===== src/rtl/ula_ex_stage.sv =====
// rtl/ula_ex_stage.sv - execute stage: funct decode, S1 operand register, ula, S2 output register
// Two-deep valid/ready pipeline around the combinational ula; keeps sticky overflow and a transfer counter.

module ula #(
  parameter int BITS = 63
) (
  input  logic [1:0]    op_i,
  input  logic [BITS:0] a_i,
  input  logic [BITS:0] b_i,
  output logic [BITS:0] result_o,
  output logic          v_o
);

  logic [BITS:0] sum;
  logic [BITS:0] diff;

  assign sum  = a_i + b_i;
  assign diff = a_i - b_i;

  always_comb begin
    result_o = '0;
    v_o      = 1'b0;
    case (op_i)
      2'b00: begin
        result_o = diff;
        v_o      = (a_i[BITS] != b_i[BITS]) && (diff[BITS] != a_i[BITS]);
      end
      2'b01: begin
        result_o = sum;
        v_o      = (a_i[BITS] == b_i[BITS]) && (sum[BITS] != a_i[BITS]);
      end
      2'b10:   result_o = {{BITS{1'b0}}, (a_i == b_i)};
      default: result_o = {{BITS{1'b0}}, ($signed(a_i) < $signed(b_i))};
    endcase
  end

endmodule

module ula_ex_stage #(
  parameter int BITS  = 63,
  parameter int CNT_W = 16
) (
  input  logic             clock,
  input  logic             reset_n,
  input  logic             in_valid,
  output logic             in_ready,
  input  logic [BITS:0]    in_a,
  input  logic [BITS:0]    in_b,
  input  logic [2:0]       in_funct,
  output logic             out_valid,
  input  logic             out_ready,
  output logic [BITS:0]    out_result,
  output logic             out_v,
  output logic             out_zero,
  output logic             out_neg,
  output logic             out_illegal,
  input  logic             clr_sticky,
  output logic             ovf_sticky,
  output logic [CNT_W-1:0] op_count
);

  logic             s1_valid_q, s1_valid_d;
  logic [BITS:0]    a_q, a_d, b_q, b_d;
  logic [1:0]       op_q, op_d;
  logic             ill_q, ill_d;
  logic             out_valid_q, out_valid_d;
  logic [BITS:0]    result_q, result_d;
  logic             v_q, v_d;
  logic             illegal_q, illegal_d;
  logic             sticky_q, sticky_d;
  logic [CNT_W-1:0] cnt_q, cnt_d;

  logic             s2_ready, accept, move, xfer;
  logic [1:0]       dec_op;
  logic [BITS:0]    ula_result;
  logic             ula_v;

  assign s2_ready = !out_valid_q || out_ready;
  assign in_ready = !s1_valid_q || s2_ready;
  assign accept   = in_valid && in_ready;
  assign move     = s1_valid_q && s2_ready;
  assign xfer     = out_valid_q && out_ready;

  always_comb begin
    dec_op = 2'b01;
    case (in_funct[1:0])
      2'b00:   dec_op = 2'b01;
      2'b01:   dec_op = 2'b00;
      2'b10:   dec_op = 2'b10;
      default: dec_op = 2'b11;
    endcase
  end

  ula #(.BITS(BITS)) u_ula (
    .op_i     (op_q),
    .a_i      (a_q),
    .b_i      (b_q),
    .result_o (ula_result),
    .v_o      (ula_v)
  );

  always_comb begin
    s1_valid_d  = s1_valid_q;
    a_d         = a_q;
    b_d         = b_q;
    op_d        = op_q;
    ill_d       = ill_q;
    out_valid_d = out_valid_q;
    result_d    = result_q;
    v_d         = v_q;
    illegal_d   = illegal_q;
    sticky_d    = sticky_q;
    cnt_d       = cnt_q + CNT_W'(xfer);

    if (accept) begin
      s1_valid_d = 1'b1;
      a_d        = in_a;
      b_d        = in_b;
      op_d       = dec_op;
      ill_d      = in_funct[2];
    end else if (move) begin
      s1_valid_d = 1'b0;
    end

    // Illegal ops still flow through S2 with a zero result; v only means something for ADD/SUB.
    if (move) begin
      out_valid_d = 1'b1;
      result_d    = ill_q ? '0 : ula_result;
      v_d         = !ill_q && !op_q[1] && ula_v;
      illegal_d   = ill_q;
    end else if (xfer) begin
      out_valid_d = 1'b0;
    end

    if (xfer && v_q)     sticky_d = 1'b1;
    else if (clr_sticky) sticky_d = 1'b0;
  end

  always_ff @(posedge clock) begin
    if (!reset_n) begin
      s1_valid_q  <= 1'b0;
      a_q         <= '0;
      b_q         <= '0;
      op_q        <= 2'b00;
      ill_q       <= 1'b0;
      out_valid_q <= 1'b0;
      result_q    <= '0;
      v_q         <= 1'b0;
      illegal_q   <= 1'b0;
      sticky_q    <= 1'b0;
      cnt_q       <= '0;
    end else begin
      s1_valid_q  <= s1_valid_d;
      a_q         <= a_d;
      b_q         <= b_d;
      op_q        <= op_d;
      ill_q       <= ill_d;
      out_valid_q <= out_valid_d;
      result_q    <= result_d;
      v_q         <= v_d;
      illegal_q   <= illegal_d;
      sticky_q    <= sticky_d;
      cnt_q       <= cnt_d;
    end
  end

  assign out_valid   = out_valid_q;
  assign out_result  = result_q;
  assign out_v       = v_q;
  assign out_zero    = (result_q == '0);
  assign out_neg     = result_q[BITS];
  assign out_illegal = illegal_q;
  assign ovf_sticky  = sticky_q;
  assign op_count    = cnt_q;

endmodule


===== config.mk =====
export PLATFORM = sky130hd
export DESIGN_NAME = ula_ex_stage
export DESIGN_NICKNAME = d
export VERILOG_FILES = /design/src/rtl/ula_ex_stage.sv
export SDC_FILE = /design/constraint.sdc
export NUM_CORES = 1
export LEC_CHECK = 0
export ABC_AREA = 1
export CORE_MARGIN = 2
export CORE_UTILIZATION = 40
export DETAILED_ROUTE_END_ITERATION = 10
export GPL_ROUTABILITY_DRIVEN = 0
export SETUP_SLACK_MARGIN = 0.02
export SLEW_MARGIN = 0
export SYNTH_ARGS = -nofsm -noshare
export SYNTH_HDL_FRONTEND = slang
export SYNTH_SLANG_ARGS = --single-unit
export TNS_END_PERCENT = 5

===== constraint.sdc =====
create_clock -name clock -period 5.4 [get_ports clock]
set_input_delay 1.08 -clock clock [delete_from_list [all_inputs] [get_ports clock]]
set_output_delay 1.08 -clock clock [all_outputs]
set_load 0.005 [all_outputs]

### After elaboration in Yosys (flattened, before gate mapping)

Index checks and enable logic that the tools add are counted.

* register bits: 216
* input port bits: 136
* output and inout bits: 87
* word-level logic and storage cells: 54

* add/sub/neg operators: 3
* $lt $le $gt $ge: 1
* equality and inequality tests: 9
* muxes and demuxes: 10
* reduce and logical (&&, ||, !) cells: 20

Operators with widths (number)
* 64-bit case mux with 3 select lines: 1
* 64-bit adder: 1
* 64-bit equality test: 1
* 64-bit zero test: 1
* 64-bit less-than comparator: 1
* 64-bit 2-to-1 mux: 1
* 64-bit subtractor: 1
* 16-bit by 1-bit adder with 16-bit output: 1
* 1-bit logical AND: 8
* 1-bit 2-to-1 mux: 6
* 2-bit case mux with 3 select lines: 1
* 2-bit nonzero test: 3
* 2-bit by 1-bit equality test with 1-bit output, second input constant: 2
* 2-bit equality test, second input constant: 2
* 1-bit zero test: 4
* 2-bit zero test: 2
* 1-bit != test: 3
* 1-bit logical OR: 2
* 1-bit case mux with 2 select lines: 1
* 1-bit equality test: 1

### Depth between registers and ports, before layout

* word-level depth: 5
* mapped depth: 20
* gate-level depth less buffers: 19

### Modules after synthesis

A second synthesis with hierarchy kept.

* cells, all modules: 3787
* area, all modules: 20746.1 µm²

By module, submodules not included
* ula: times used 1, cells each 2806, area each 12919.9 µm², sequential area each 0.0 µm²
* ula_ex_stage: times used 1, cells each 981, area each 7826.3 µm², sequential area each 4324.1 µm²

### Worst setup path before layout

No wires, ideal clock.

* path type: input port to flip-flop
* start: input port out_ready
* end: register cnt_q[14] (netlist: op_count[14])
* setup time: 0.070 ns
* arrival time: 2.630 ns
* required time: 5.330 ns
* slack: 2.701 ns
* stages on the path: 18
* path buffers: 0
* cells stage by stage: nand2_1 > inv_1 > ha_1 > ha_1 > nand2_1 > nor3b_2 > nand2_1 > nor2_1 > nand2_1 > nor2_1 > nand2_1 > inv_1 > nand3_1 > inv_1 > nand2_1 > clkinv_1 > o21ai_0 > a21oi_1

* cells in the longest elaborated chain, start to end: 2

Ends and longest elaborated chain
* from (decl): RTL line 51 `input logic out_ready,`
* 1-bit logical AND: RTL line 82 `assign xfer = out_valid_q && out_ready;`
* 16-bit by 1-bit adder with 16-bit output: RTL line 113 `cnt_d = cnt_q + CNT_W'(xfer);`
* to (signal assigned): RTL line 163 `cnt_q <= cnt_d;`
* to (decl): RTL line 71 `logic [CNT_W-1:0] cnt_q, cnt_d;`

Every way passes these cells.
A chain may end at the register's enable or synchronous reset.

### Worst setup path after layout

* start: register result_q[56] (netlist: out_result[56])
* end: output port out_zero

* cells in the longest elaborated chain, start to end: 1

Ends and longest elaborated chain
* from (decl): RTL line 67 `logic [BITS:0] result_q, result_d;`
* from (signal assigned): RTL line 159 `result_q <= result_d;`
* 64-bit zero test: RTL line 170 `assign out_zero = (result_q == '0);`
* to (decl): RTL line 54 `output logic out_zero,`

Every way passes these cells.

==> results.json <==
{
  "setup-violations-final": 0,
  "portBuffers": 222,
  "leakagePower_nw": 12.2,
  "total_power_w": 0.00578,
  "slew-limit-headroom_pct": 23.5,
  "synthCells": 3674,
  "timing.final.crit_share_pct": 65.2,
  "cts_root_buf": "clkbuf_16",
  "required_ns": 4.32,
  "num_io_pins": 223,
  "post_cts_buffers": 0,
  "rr_startpoint": "b_q[5]$_SDFFE_PN0P_",
  "startpoint_type": "flop",
  "initial_core_util_pct": 40.7,
  "synth_cell_types": 46,
  "antenna_left": 0,
  "cp_slowest_stage_delay_ns": 0.55,
  "min_to": "ovf_sticky$_SDFFE_PN0P_",
  "drc_errors": 0,
  "seq_area_frac_synth_pct": 21.1,
  "ys_ff_latch": 216,
  "cts-resized-gates": 0,
  "finalInstanceArea_mm2": 0.0237,
  "syn_nets": 3943,
  "die_area_mm2": 0.0530,
  "grt_pass1_wl_um": 121000,
  "path_cells": "nor4_1, nand4_1, nor4_1, clkdlybuf4s50_1",
  "placed_area_mm2": 0.0229,
  "synth_edf_count": 0,
  "timing.rr.end": "out_result[26]$_SDFFE_PN0P_",
  "wl_per_cell_um": 17.8,
  "crit_path_end_kind": "primary output",
  "report.final.slew_viol_count": 0,
  "die_w_um": 230,
  "fillers": 5638,
  "via_per_inst": 5.20,
  "critPathKind": "flop to primary output",
  "grt_pass1_vias": 21400,
  "chipHeight_um": 230,
  "cap_viol_max_count": 0,
  "crit_family": "simple AND/OR/NAND/NOR gates",
  "synth_area_mm2": 0.0205,
  "synth_flop_cell": "dfxtp_1",
  "path_buf_inv": 1,
  "core_area_mm2": 0.0504,
  "worstMarginPinSlew_ns": 1.15,
  "avgSynthCellArea_um2": 5.58,
  "drt_iter0_drc": 2437,
  "wl_um": 79800,
  "setup_tns_ns": 0,
  "fin_nets": 4077,
  "antenna_found_initial": 2,
  "hold_start": "ovf_sticky$_SDFFE_PN0P_",
  "clkTransAtPathRegs_ns": 0.06,
  "fin_util_pct": 47.1,
  "grt_max_degree": 200,
  "crit_fanout": 3,
  "diodes": 0,
  "dr_total_vias": 23400,
  "rr_worst_depth": 13,
  "clock-sinks": 216,
  "rrSetupSlack_ns": 2.27,
  "skew_ns": 0.0207,
  "hpwl_um": 65600,
  "slowest_stage": "clkdlybuf4s50_1",
  "max_freq_mhz": 284,
  "rows": 82,
  "overflow": 0,
  "arrival_ns": 2.44,
  "grt_setup_unrepaired": "false",
  "cts_tree": "done",
  "cts_buffers": 25,
  "async_flop_share_pct": 0,
  "pwr_density_cell_mw_per_mm2": 243,
  "area_growth_pct": 15.9,
  "peakVddDrop_mv": 0.226,
  "clk_latency_ns": 0.57,
  "status": "completed",
  "hold_viol_final": 0,
  "clk_path_buf_depth": 3,
  "dr.pass1.iters": 6,
  "hold_path.class": "flop to flop",
  "ys.warnings.count": 0,
  "holdPathStages": 2,
  "fin_crit_ns": 3.52,
  "htree_levels": 1,
  "ctsHoldBuffers": 0,
  "cpMostUsedCell": "nor4_1",
  "drive_gt1_share_pct": 3.93,
  "track_usage_pct": 29.3
}
==> sequential cells by signal, indices dropped and copies added, names as in the netlist <==
register / flops
out_valid: 1
s1_valid_q: 1
ovf_sticky: 1
op_q: 2
out_result: 64
ill_q: 1
b_q: 64
a_q: 64
op_count: 16
out_v: 1
out_illegal: 1
==> worst min-delay path, delay by kind of cell (launching register included) <==
kind	cells	cell delay (ns)
simple gates	1	0.06
flops	1	0.30
compound gates	1	0.05
==> synthesized netlist by cell type, types with 4 or more instances <==
library cell / number / share of area [%]
o21bai_1: 18 / 0.66
inv_1: 659 / 12
a31oi_1: 5 / 0.15
inv_2: 10 / 0.18
dfxtp_1: 216 / 21
o22ai_1: 7 / 0.21
buf_4: 24 / 0.88
nand3_2: 8 / 0.39
nand2_2: 21 / 0.64
nor2_1: 374 / 6.9
nor3_1: 38 / 0.93
o21ai_1: 4 / 0.098
buf_2: 21 / 0.51
o21ai_0: 250 / 6.1
nand3_1: 193 / 4.7
nand4_1: 38 / 1.2
ha_1: 131 / 8.0
nand3b_1: 6 / 0.22
a21oi_2: 10 / 0.43
buf_6: 16 / 0.88
nor4_1: 20 / 0.61
a21oi_1: 288 / 7.0
nand2_4: 4 / 0.22
clkbuf_1: 62 / 1.1
a21boi_0: 4 / 0.15
xor2_1: 17 / 0.73
nand2_1: 1163 / 21
nor3_2: 6 / 0.29
nor2_2: 31 / 0.95
==> logic make-up after synthesis <==
family / after synthesis / synth area share, %
AO/OA/AOI/OAI: 596 / 15.2
XOR/XNOR: 17 / 0.727
adder cells (fa/ha/maj): 133 / 8.20
buffers and inverters: 797 / 15.8
flip-flops: 216 / 21.1
AND/OR/NAND/NOR: 1915 / 39.0
==> through the flow <==
step | worst slack, ns | hold WS, ns | std cells
2_1_floorplan | 2.70 | 0.433 | 3674
3_3_place_gp | 1.98 | 0.457 | 4453
3_5_place_dp | 1.96 | 0.466 | 4453
4_1_cts | 1.73 | 0.474 | 4493
5_1_grt | 1.71 | 0.495 | 4493
6_report | 1.88 | 0.466 | 4493
==> routing by layer <==
layer / vias up / GRT usage [%] / wire (um)
met2: 1078 / 46.1 / 33700
met1: 10400 / 40.2 / 34300
met3: 198 / 4.71 / 8540
met4: 2 / 10.8 / 3310
li1: 11700 / - / -
met5: - / 0 / 9
==> how the worst max path moves through the flow <==
stage	startpoint	to	slack, ns	depth (start not counted)
5_1_grt	out_result[56]$_SDFFE_PN0P_	out_zero	1.71	4
6_report	out_result[56]$_SDFFE_PN0P_	out_zero	1.88	4
3_3_place_gp	out_ready	op_count[14]$_SDFF_PN0_	1.98	19
2_1_floorplan	out_ready	op_count[14]$_SDFF_PN0_	2.70	18
4_1_cts	out_result[56]$_SDFFE_PN0P_	out_zero	1.73	4
3_5_place_dp	out_ready	op_count[14]$_SDFF_PN0_	1.96	19
==> layout make-up <==
type	instances	area (um^2)	area share [%]
Timing Repair Buffer	233	2310	9.75
Tap cell	672	841	3.54
Inverter	671	2520	10.6
Clock inverter	4	85.1	0.358
Multi-Input combinational cell	2661	12900	54.5
Sequential cell	216	4320	18.2
Clock buffer	36	707	2.98
==> report_power, final <==
group	internal (W)	leakage, nW	total [W]	switching [W]
sequential	0.00170	1.78	0.00178	0.0000822
clock	0.000996	0.387	0.00168	0.000680
combinational	0.000716	9.99	0.00232	0.00160
==> layout by cell type (no fill, tap or decap), types with 17 or more instances in the layout <==
| cell type | instances |
|---|---|
| clkdlybuf4s50_1 | 221 |
| clkbuf_16 | 25 |
| nand2_2 | 22 |
| nand2_1 | 1161 |
| xor2_1 | 17 |
| nand3_1 | 193 |
| nor2_2 | 34 |
| o21bai_1 | 18 |
| nor4_1 | 20 |
| nor2_1 | 371 |
| inv_1 | 658 |
| nand4_1 | 38 |
| nor3_1 | 38 |
| o21ai_0 | 250 |
| ha_1 | 131 |
| dfxtp_1 | 216 |
| a21oi_1 | 288 |
No activity file was read; power rests on OpenSTA's default activity.
